<file path="config.mk">
export PLATFORM = sky130hd
export DESIGN_NAME = ztex_host_port_flat
export DESIGN_NICKNAME = d
export VERILOG_FILES = /design/src/rtl/ztex_host_port_if.sv /design/src/rtl/ztex_host_port.sv /design/src/flat_wrapper.sv
export SDC_FILE = /design/constraint.sdc
export NUM_CORES = 1
export LEC_CHECK = 0
export BUFFER_PORTS_ARGS = -buffer_cell sky130_fd_sc_hd__buf_2
export CORE_UTILIZATION = 30
export DETAILED_ROUTE_END_ITERATION = 10
export SLEW_MARGIN = 40
export SYNTH_ARGS = -nofsm -noshare
export SYNTH_HDL_FRONTEND = slang
export SYNTH_SLANG_ARGS = --single-unit
export TNS_END_PERCENT = 10
</file>
<file path="constraint.sdc">
create_clock -name clk -period 11.59 [get_ports clk]
set_input_delay 1.159 -clock clk [delete_from_list [all_inputs] [get_ports clk]]
set_output_delay 1.159 -clock clk [all_outputs]
set_load 0.01 [all_outputs]
</file>
<file path="src/rtl/ztex_host_port_if.sv">
// Bus bundle for ztex_host_port: job/readback handshakes, result fields and the miner byte port.
// gn_new exists only when ZTEX_AUTOPOLL_EN is defined.
interface ztex_host_port_if;
    logic         job_valid;
    logic [351:0] job_data;
    logic         job_ready;
    logic         rd_req;
    logic         rd_ready;
    logic         res_valid;
    logic [31:0]  res_golden_a;
    logic [31:0]  res_nonce;
    logic [31:0]  res_hash;
    logic [31:0]  res_golden_b;
    logic         busy;
    logic         rd_clk;
    logic [7:0]   read;
    logic         wr_start;
    logic         wr_clk;
    logic [7:0]   write;

    // slave = the host port itself; master = the job source plus miner model driving it
`ifdef ZTEX_AUTOPOLL_EN
    logic         gn_new;

    modport slave (
        input  job_valid, job_data, rd_req, write,
        output job_ready, rd_ready, res_valid, res_golden_a, res_nonce, res_hash,
               res_golden_b, busy, rd_clk, read, wr_start, wr_clk, gn_new
    );
    modport master (
        output job_valid, job_data, rd_req, write,
        input  job_ready, rd_ready, res_valid, res_golden_a, res_nonce, res_hash,
               res_golden_b, busy, rd_clk, read, wr_start, wr_clk, gn_new
    );
`else
    modport slave (
        input  job_valid, job_data, rd_req, write,
        output job_ready, rd_ready, res_valid, res_golden_a, res_nonce, res_hash,
               res_golden_b, busy, rd_clk, read, wr_start, wr_clk
    );
    modport master (
        output job_valid, job_data, rd_req, write,
        input  job_ready, rd_ready, res_valid, res_golden_a, res_nonce, res_hash,
               res_golden_b, busy, rd_clk, read, wr_start, wr_clk
    );
`endif
endinterface

</file>
<file path="src/rtl/ztex_host_port.sv">
// Host-side master for the ZTEX byte-wide miner port: sends 44-byte work units, reads 16-byte results.
// Optional macro ZTEX_AUTOPOLL_EN adds periodic automatic readback and the gn_new output.
module ztex_host_port #(
    parameter int unsigned SETUP_CYC   = 2,
    parameter int unsigned HOLD_CYC    = 8,
    parameter int unsigned START_CYC   = 4,
    parameter int unsigned LAT_CYC     = 12,
    parameter int unsigned POLL_PERIOD = 1000000
) (
    input  logic             clk,
    input  logic             reset_n,
    ztex_host_port_if.slave  bus
);
    localparam logic [2:0] IDLE     = 3'd0;
    localparam logic [2:0] W_SETUP  = 3'd1;
    localparam logic [2:0] W_TOGGLE = 3'd2;
    localparam logic [2:0] W_HOLD   = 3'd3;
    localparam logic [2:0] R_START  = 3'd4;
    localparam logic [2:0] R_WAIT   = 3'd5;
    localparam logic [2:0] R_SAMPLE = 3'd6;

    localparam int unsigned MAX_A   = (SETUP_CYC > HOLD_CYC) ? SETUP_CYC : HOLD_CYC;
    localparam int unsigned MAX_B   = (START_CYC > LAT_CYC) ? START_CYC : LAT_CYC;
    localparam int unsigned MAX_C   = (MAX_A > MAX_B) ? MAX_A : MAX_B;
    localparam int unsigned CNT_MAX = (MAX_C > POLL_PERIOD) ? MAX_C : POLL_PERIOD;
    localparam int          CW      = $clog2(CNT_MAX + 1);

    localparam logic [CW-1:0] SETUP_LAST = CW'(SETUP_CYC - 1);
    localparam logic [CW-1:0] HOLD_LAST  = CW'(HOLD_CYC - 1);
    localparam logic [CW-1:0] START_LAST = CW'(START_CYC - 1);
    localparam logic [CW-1:0] LAT_LAST   = CW'(LAT_CYC - 1);
    localparam logic [5:0]    JOB_BYTES  = 6'd44;

    logic [2:0]    r_state;
    logic [CW-1:0] r_cnt;
    logic [5:0]    r_byte_cnt;
    logic [3:0]    r_res_idx;
    logic          r_rd_clk;
    logic          r_wr_clk;
    logic          r_wr_start;
    logic [7:0]    r_read;
    logic          r_res_valid;
    logic [31:0]   r_res_golden_a;
    logic [31:0]   r_res_nonce;
    logic [31:0]   r_res_hash;
    logic [31:0]   r_res_golden_b;
    logic          r_rst_meta;
    logic          r_rst_sync;
    logic [351:0]  r_sreg;
    logic [119:0]  r_rword;

    logic          w_job_ready;
    logic          w_rd_ready;
    logic          w_job_go;
    logic          w_rd_go;
    logic [127:0]  w_rword_next;

    // Reset asserts asynchronously but handshakes open only after a synchronised release.
    always_ff @(posedge clk or negedge reset_n) begin
        if (!reset_n) begin
            r_rst_meta <= 1'b0;
            r_rst_sync <= 1'b0;
        end else begin
            r_rst_meta <= 1'b1;
            r_rst_sync <= r_rst_meta;
        end
    end

    assign w_job_ready  = (r_state == IDLE) && r_rst_sync;
    assign w_rd_ready   = w_job_ready && !bus.job_valid;
    assign w_job_go     = w_job_ready && bus.job_valid;
    assign w_rword_next = {bus.write, r_rword};

`ifdef ZTEX_AUTOPOLL_EN
    logic [CW-1:0] r_poll_cnt;
    logic          r_poll_pend;
    logic          r_gn_new;

    assign w_rd_go    = w_rd_ready && (bus.rd_req || r_poll_pend);
    assign bus.gn_new = r_gn_new;

    // Any issued readback satisfies a pending poll and restarts the interval.
    always_ff @(posedge clk or negedge reset_n) begin
        if (!reset_n) begin
            r_poll_cnt  <= '0;
            r_poll_pend <= 1'b0;
        end else if (w_rd_go) begin
            r_poll_cnt  <= '0;
            r_poll_pend <= 1'b0;
        end else if (r_poll_cnt == CW'(POLL_PERIOD - 1)) begin
            r_poll_cnt  <= '0;
            r_poll_pend <= 1'b1;
        end else begin
            r_poll_cnt  <= r_poll_cnt + 1'b1;
        end
    end
`else
    assign w_rd_go = w_rd_ready && bus.rd_req;
`endif

    // NOTE: wide datapath registers carry no reset; they are always loaded before being observed.
    always_ff @(posedge clk) begin
        if (w_job_go)
            r_sreg <= bus.job_data;
        else if (r_state == W_TOGGLE)
            r_sreg <= {8'h00, r_sreg[351:8]};
        if (r_state == R_SAMPLE)
            r_rword <= w_rword_next[127:8];
    end

    // NOTE: non-blocking assignments only, so every branch sees pre-edge state.
    always_ff @(posedge clk or negedge reset_n) begin
        if (!reset_n) begin
            r_state        <= IDLE;
            r_cnt          <= '0;
            r_byte_cnt     <= '0;
            r_res_idx      <= '0;
            r_rd_clk       <= 1'b0;
            r_wr_clk       <= 1'b0;
            r_wr_start     <= 1'b0;
            r_read         <= '0;
            r_res_valid    <= 1'b0;
            r_res_golden_a <= '0;
            r_res_nonce    <= '0;
            r_res_hash     <= '0;
            r_res_golden_b <= '0;
`ifdef ZTEX_AUTOPOLL_EN
            r_gn_new       <= 1'b0;
`endif
        end else begin
            r_res_valid <= 1'b0;
`ifdef ZTEX_AUTOPOLL_EN
            r_gn_new    <= 1'b0;
`endif
            case (r_state)
                IDLE: begin
                    r_cnt <= '0;
                    if (w_job_go) begin
                        r_state    <= W_SETUP;
                        r_byte_cnt <= '0;
                        r_read     <= bus.job_data[7:0];
                    end else if (w_rd_go) begin
                        r_state    <= R_START;
                        r_res_idx  <= '0;
                        r_wr_start <= 1'b1;
                    end
                end
                W_SETUP: begin
                    if (r_cnt == SETUP_LAST) begin
                        r_cnt   <= '0;
                        r_state <= W_TOGGLE;
                    end else begin
                        r_cnt <= r_cnt + 1'b1;
                    end
                end
                W_TOGGLE: begin
                    r_rd_clk   <= ~r_rd_clk;
                    r_byte_cnt <= r_byte_cnt + 6'd1;
                    r_cnt      <= '0;
                    r_state    <= W_HOLD;
                end
                W_HOLD: begin
                    if (r_cnt == HOLD_LAST) begin
                        r_cnt <= '0;
                        if (r_byte_cnt == JOB_BYTES) begin
                            r_state <= IDLE;
                        end else begin
                            r_read  <= r_sreg[7:0];
                            r_state <= W_SETUP;
                        end
                    end else begin
                        r_cnt <= r_cnt + 1'b1;
                    end
                end
                R_START: begin
                    if (r_cnt == START_LAST) begin
                        r_cnt      <= '0;
                        r_wr_start <= 1'b0;
                        r_state    <= R_WAIT;
                    end else begin
                        r_cnt <= r_cnt + 1'b1;
                    end
                end
                R_WAIT: begin
                    if (r_cnt == LAT_LAST) begin
                        r_cnt   <= '0;
                        r_state <= R_SAMPLE;
                    end else begin
                        r_cnt <= r_cnt + 1'b1;
                    end
                end
                R_SAMPLE: begin
                    if (r_res_idx == 4'd15) begin
                        r_res_golden_a <= w_rword_next[31:0];
                        r_res_nonce    <= w_rword_next[63:32];
                        r_res_hash     <= w_rword_next[95:64];
                        r_res_golden_b <= w_rword_next[127:96];
                        r_res_valid    <= 1'b1;
`ifdef ZTEX_AUTOPOLL_EN
                        r_gn_new <= (w_rword_next[31:0] != r_res_golden_a) &&
                                    (w_rword_next[31:0] != 32'h0);
`endif
                        r_state <= IDLE;
                    end else begin
                        r_wr_clk  <= ~r_wr_clk;
                        r_res_idx <= r_res_idx + 4'd1;
                        r_state   <= R_WAIT;
                    end
                end
                default: r_state <= IDLE;
            endcase
        end
    end

    assign bus.job_ready    = w_job_ready;
    assign bus.rd_ready     = w_rd_ready;
    assign bus.busy         = (r_state != IDLE);
    assign bus.rd_clk       = r_rd_clk;
    assign bus.read         = r_read;
    assign bus.wr_start     = r_wr_start;
    assign bus.wr_clk       = r_wr_clk;
    assign bus.res_valid    = r_res_valid;
    assign bus.res_golden_a = r_res_golden_a;
    assign bus.res_nonce    = r_res_nonce;
    assign bus.res_hash     = r_res_hash;
    assign bus.res_golden_b = r_res_golden_b;
endmodule

</file>
<file path="src/flat_wrapper.sv">
// flat-port wrapper written by rule: the top's interface ports become plain ports
module ztex_host_port_flat 
#(
    parameter int unsigned SETUP_CYC   = 2,
    parameter int unsigned HOLD_CYC    = 8,
    parameter int unsigned START_CYC   = 4,
    parameter int unsigned LAT_CYC     = 12,
    parameter int unsigned POLL_PERIOD = 1000000
)
  (clk, reset_n, bus_job_valid, bus_job_data, bus_rd_req, bus_write, bus_job_ready, bus_rd_ready, bus_res_valid, bus_res_golden_a, bus_res_nonce, bus_res_hash, bus_res_golden_b, bus_busy, bus_rd_clk, bus_read, bus_wr_start, bus_wr_clk);
  ztex_host_port_if bus_i ();
  input  logic clk;
  input  logic reset_n;
  input wire logic [$bits(bus_i.job_valid)-1:0] bus_job_valid;
  input wire logic [$bits(bus_i.job_data)-1:0] bus_job_data;
  input wire logic [$bits(bus_i.rd_req)-1:0] bus_rd_req;
  input wire logic [$bits(bus_i.write)-1:0] bus_write;
  output wire logic [$bits(bus_i.job_ready)-1:0] bus_job_ready;
  output wire logic [$bits(bus_i.rd_ready)-1:0] bus_rd_ready;
  output wire logic [$bits(bus_i.res_valid)-1:0] bus_res_valid;
  output wire logic [$bits(bus_i.res_golden_a)-1:0] bus_res_golden_a;
  output wire logic [$bits(bus_i.res_nonce)-1:0] bus_res_nonce;
  output wire logic [$bits(bus_i.res_hash)-1:0] bus_res_hash;
  output wire logic [$bits(bus_i.res_golden_b)-1:0] bus_res_golden_b;
  output wire logic [$bits(bus_i.busy)-1:0] bus_busy;
  output wire logic [$bits(bus_i.rd_clk)-1:0] bus_rd_clk;
  output wire logic [$bits(bus_i.read)-1:0] bus_read;
  output wire logic [$bits(bus_i.wr_start)-1:0] bus_wr_start;
  output wire logic [$bits(bus_i.wr_clk)-1:0] bus_wr_clk;
  assign bus_i.job_valid = bus_job_valid;
  assign bus_i.job_data = bus_job_data;
  assign bus_i.rd_req = bus_rd_req;
  assign bus_i.write = bus_write;
  assign bus_job_ready = bus_i.job_ready;
  assign bus_rd_ready = bus_i.rd_ready;
  assign bus_res_valid = bus_i.res_valid;
  assign bus_res_golden_a = bus_i.res_golden_a;
  assign bus_res_nonce = bus_i.res_nonce;
  assign bus_res_hash = bus_i.res_hash;
  assign bus_res_golden_b = bus_i.res_golden_b;
  assign bus_busy = bus_i.busy;
  assign bus_rd_clk = bus_i.rd_clk;
  assign bus_read = bus_i.read;
  assign bus_wr_start = bus_i.wr_start;
  assign bus_wr_clk = bus_i.wr_clk;
  ztex_host_port #(.SETUP_CYC(SETUP_CYC), .HOLD_CYC(HOLD_CYC), .START_CYC(START_CYC), .LAT_CYC(LAT_CYC), .POLL_PERIOD(POLL_PERIOD)) u_core (.clk(clk), .reset_n(reset_n), .bus(bus_i));
endmodule
</file>
==> results.py <==
metrics = {
    "routing": {
        "vias_per_cell": 4.39,
        "vias": 16800,
        "routedWlPerCell_um": 16.5,
        "drcViolationCount": 0,
        "ant_nets": 0,
        "first_iter_violations": 1109,
        "firstDrtPassIters": 5,
        "finalWirelength_um": 63100,
    },
    "timing": {
        "fin_setup_tns_ps": 0,
        "rsz0062_at_grt": "no",
        "hold_viol_final": 0,
        "fin_skew_ps": 33.7,
        "drv_slew": 0,
        "setup_viol": 0,
        "worstMarginPinSlew_ps": 814,
        "clock.fmax_ghz": 0.259,
        "whs_ps": 352,
        "period_needed_ps": 3870,
        "finalCritPeriodShare": 0.334,
        "max_slew_margin": 0.457,
    },
    "global_route": {
        "antenna_found_initial": 40,
        "grt.total_usage": 0.141,
        "grt_pass1_vias": 16200,
        "grt_max_degree": 189,
        "use_met1": 0.177,
        "grt_busiest_layer": "met2",
        "grt-ovfl-total": 0,
        "grtUsageMet2": 0.233,
        "use_met3": 0.0358,
        "grt_pass1_wl_um": 94000,
    },
    "yosys": {
        "yosys_most_used_dff": "edfxtp_1",
        "synthTopCellsByArea": "edfxtp_1, dfrtp_1, nand2_1",
        "yosysSeqAreaShare": 0.723,
        "synthCells": 2127,
        "synth_nets": 2497,
        "post_synth.cell_area_avg_um2": 12.1,
        "yosys_warnings": 0,
        "synth-edff-count": 472,
        "syn_area_mm2": 0.0257,
        "synth_top_area_share": 0.553,
        "synthArstFlopShare": 0.270,
        "synth.distinct_cells": 56,
        "ys_ff_latch": 647,
        "yosys.area.top_type": "edfxtp_1",
    },
    "cells_and_area": {
        "drive_gt1_frac": 0.292,
        "area_delta_synth_final_pct": 25.1,
        "fin_cells": 3835,
        "regArea_mm2": 0.0186,
        "fin_nets": 2996,
        "multiInputGateArea_mm2": 0.00670,
        "fillCellCount": 8245,
    },
    "clock_tree": {
        "cts_sinks": 647,
        "cts_setup_buffers": 0,
        "clockRootBuffer": "clkbuf_16",
        "clk_pin_slew_ps": 60,
        "cts_resized": 0,
        "h-tree-depth": 3,
        "clk_latency_ps": 630,
        "cts_tree": "built",
        "ctsHoldBuffers": 0,
        "cts_buffers": 74,
        "clockBufferDepth": 3,
    },
    "critical_path": {
        "worst-setup-path-type": "flip-flop to flip-flop",
        "cp-start-kind": "flip-flop",
        "ff2ff_path_depth": 6,
        "cp.arrival_ps": 4120,
        "required_ps": 11840,
        "path_max_fanout": 106,
        "cp-end-kind": "flip-flop",
    },
    "hold_path": {
        "hold_depth": 0,
        "worstHoldPathType": "flip-flop to flip-flop",
    },
    "floorplan": {
        "pin_count": 507,
        "dieHeight_um": 294,
        "die-area_mm2": 0.0867,
        "start_util": 0.305,
        "dieWidth_um": 294,
        "core-area_mm2": 0.0841,
        "core.rowCount": 106,
    },
    "pwr": {
        "power_density_mw_per_mm2": 153,
        "cellLeakagePower_nw": 13.5,
        "report.power.total_mw": 4.90,
        "vdd_drop_max_mv": 0.109,
    },
    "placement": {
        "io_buffer_count": 506,
        "gp_congestion": 0.815,
        "dp.cells": 3682,
        "hpwlAfterDp_um": 42000,
    },
    "run_status": {
        "status": "finished, final reports clean",
    },
    "job": {
        "drv_cap": 0,
    },
}
cells in the final DEF (no fill, tap or decap), drive strengths merged, types with 8 or more instances in the layout:
cell type     n
nand2      1057
buf         525
edfxtp      472
dfrtp       175
mux2        130
clkbuf       99
clkinv       29
nor2         24
a21oi        21
diode        15
and2         14
o21ai        14
inv          11
a31oi        10
nand3         9
mux2i         8
nor3          8
state kept, by name, summed over array words and instances (netlist names):
name and flops:
u_core.bus.res_nonce 32, u_core.r_byte_cnt 6, u_core.bus.res_golden_a 32, u_core.bus.res_golden_b 32, u_core.r_rst_sync 1, u_core.bus.rd_clk 1
u_core.bus.wr_start 1, u_core.bus.wr_clk 1, u_core.r_rword 120, u_core.r_state 3, u_core.r_rst_meta 1, u_core.bus.read 8
u_core.bus.res_valid 1, u_core.r_res_idx 4, u_core.r_cnt 20, u_core.r_sreg 352, u_core.bus.res_hash 32
worst max-delay path: stages, from the launching register on:
cell and delay (ps):
dfrtp_1 510, nor3_1 650, and3_4 490, nor2_1 190, inv_8 550, buf_12 430, buf_16 390
cells in the mapped netlist, types with 2 or more instances:
cell         n
a31o_1       2
o21ai_1      2
a31o_2       4
nor3b_1      2
a21oi_2      2
a31oi_1     10
and3_1       6
o21ai_0     12
ha_1         6
nand3_1      9
nand2_1   1057
nor3_1       7
mux2i_1      8
a41oi_1      2
dfrtp_1    175
inv_1        8
nand4_1      6
mux2_2     129
or4_1        3
o31ai_1      6
nor4_1       3
a22oi_1      2
a22o_1       3
nor2_1      24
clkbuf_1    97
edfxtp_1   472
o21a_1       2
xor2_1       4
nand2b_1     2
or2_2        2
buf_6        3
xnor2_1      2
a21oi_1     19
and2_1      14
path summary, 6_finish.rpt:
check | from | end | slack, ps
min | u_core.r_rst_meta | u_core.r_rst_sync | 350
min in group asynchronous | reset_n | u_core.bus.res_golden_b[14] | 520
min reg2reg | u_core.r_rst_meta | u_core.r_rst_sync | 350
max in group asynchronous | reset_n | u_core.r_cnt[1] | 9290
max reg2reg | u_core.r_state[0] | u_core.r_sreg[287] | 7720
max | u_core.r_state[0] | u_core.r_sreg[287] | 7720
per-layer routing:
layer	vias up	wire length (µm)
met1	8061	26400
met2	408	31300
met3	129	3720
met5	-	118
li1	8203	-
met4	22	1610
kinds of logic (layout without fill, tap and decap cells):
| family | after synthesis | count (layout) | share of synthesized area |
|---|---|---|---|
| compound gates | 74 | 74 | 0.0199 |
| xor+xnor | 6 | 6 | 0.00205 |
| fa+ha+maj | 6 | 6 | 0.00293 |
| buf+inv | 110 | 669 | 0.0170 |
| flops | 647 | 647 | 0.723 |
| mux | 138 | 138 | 0.0602 |
| other cells | 1 | 16 | 0.000146 |
| simple gates | 1145 | 1145 | 0.175 |
metrics by stage:
stage | utilization | worst slack [ps] | area, µm²
after detailed placement | 0.351 | 7170 | 29500
after CTS | 0.381 | 7190 | 32000
after global placement | 0.349 | 7170 | 29400
after global routing | 0.382 | 7430 | 32100
after floorplan | - | 2530 | 25700
final | 0.382 | 7720 | 32100
final cells by class:
cell class / count / area share
Tap cell: 1134 / 0.0442
Clock buffer: 99 / 0.0638
Sequential cell: 647 / 0.578
Antenna cell: 15 / 0.00117
Inverter: 8 / 0.00117
Timing Repair Buffer: 525 / 0.0892
Clock inverter: 37 / 0.0136
Multi-Input combinational cell: 1370 / 0.209
power by group:
group	switching (mW)	total, mW	internal (mW)
clock network	0.983	2.36	1.38
registers	0.000396	2.46	2.46
logic	0.0365	0.0812	0.0447
No activity file was read; power rests on OpenSTA's default activity.
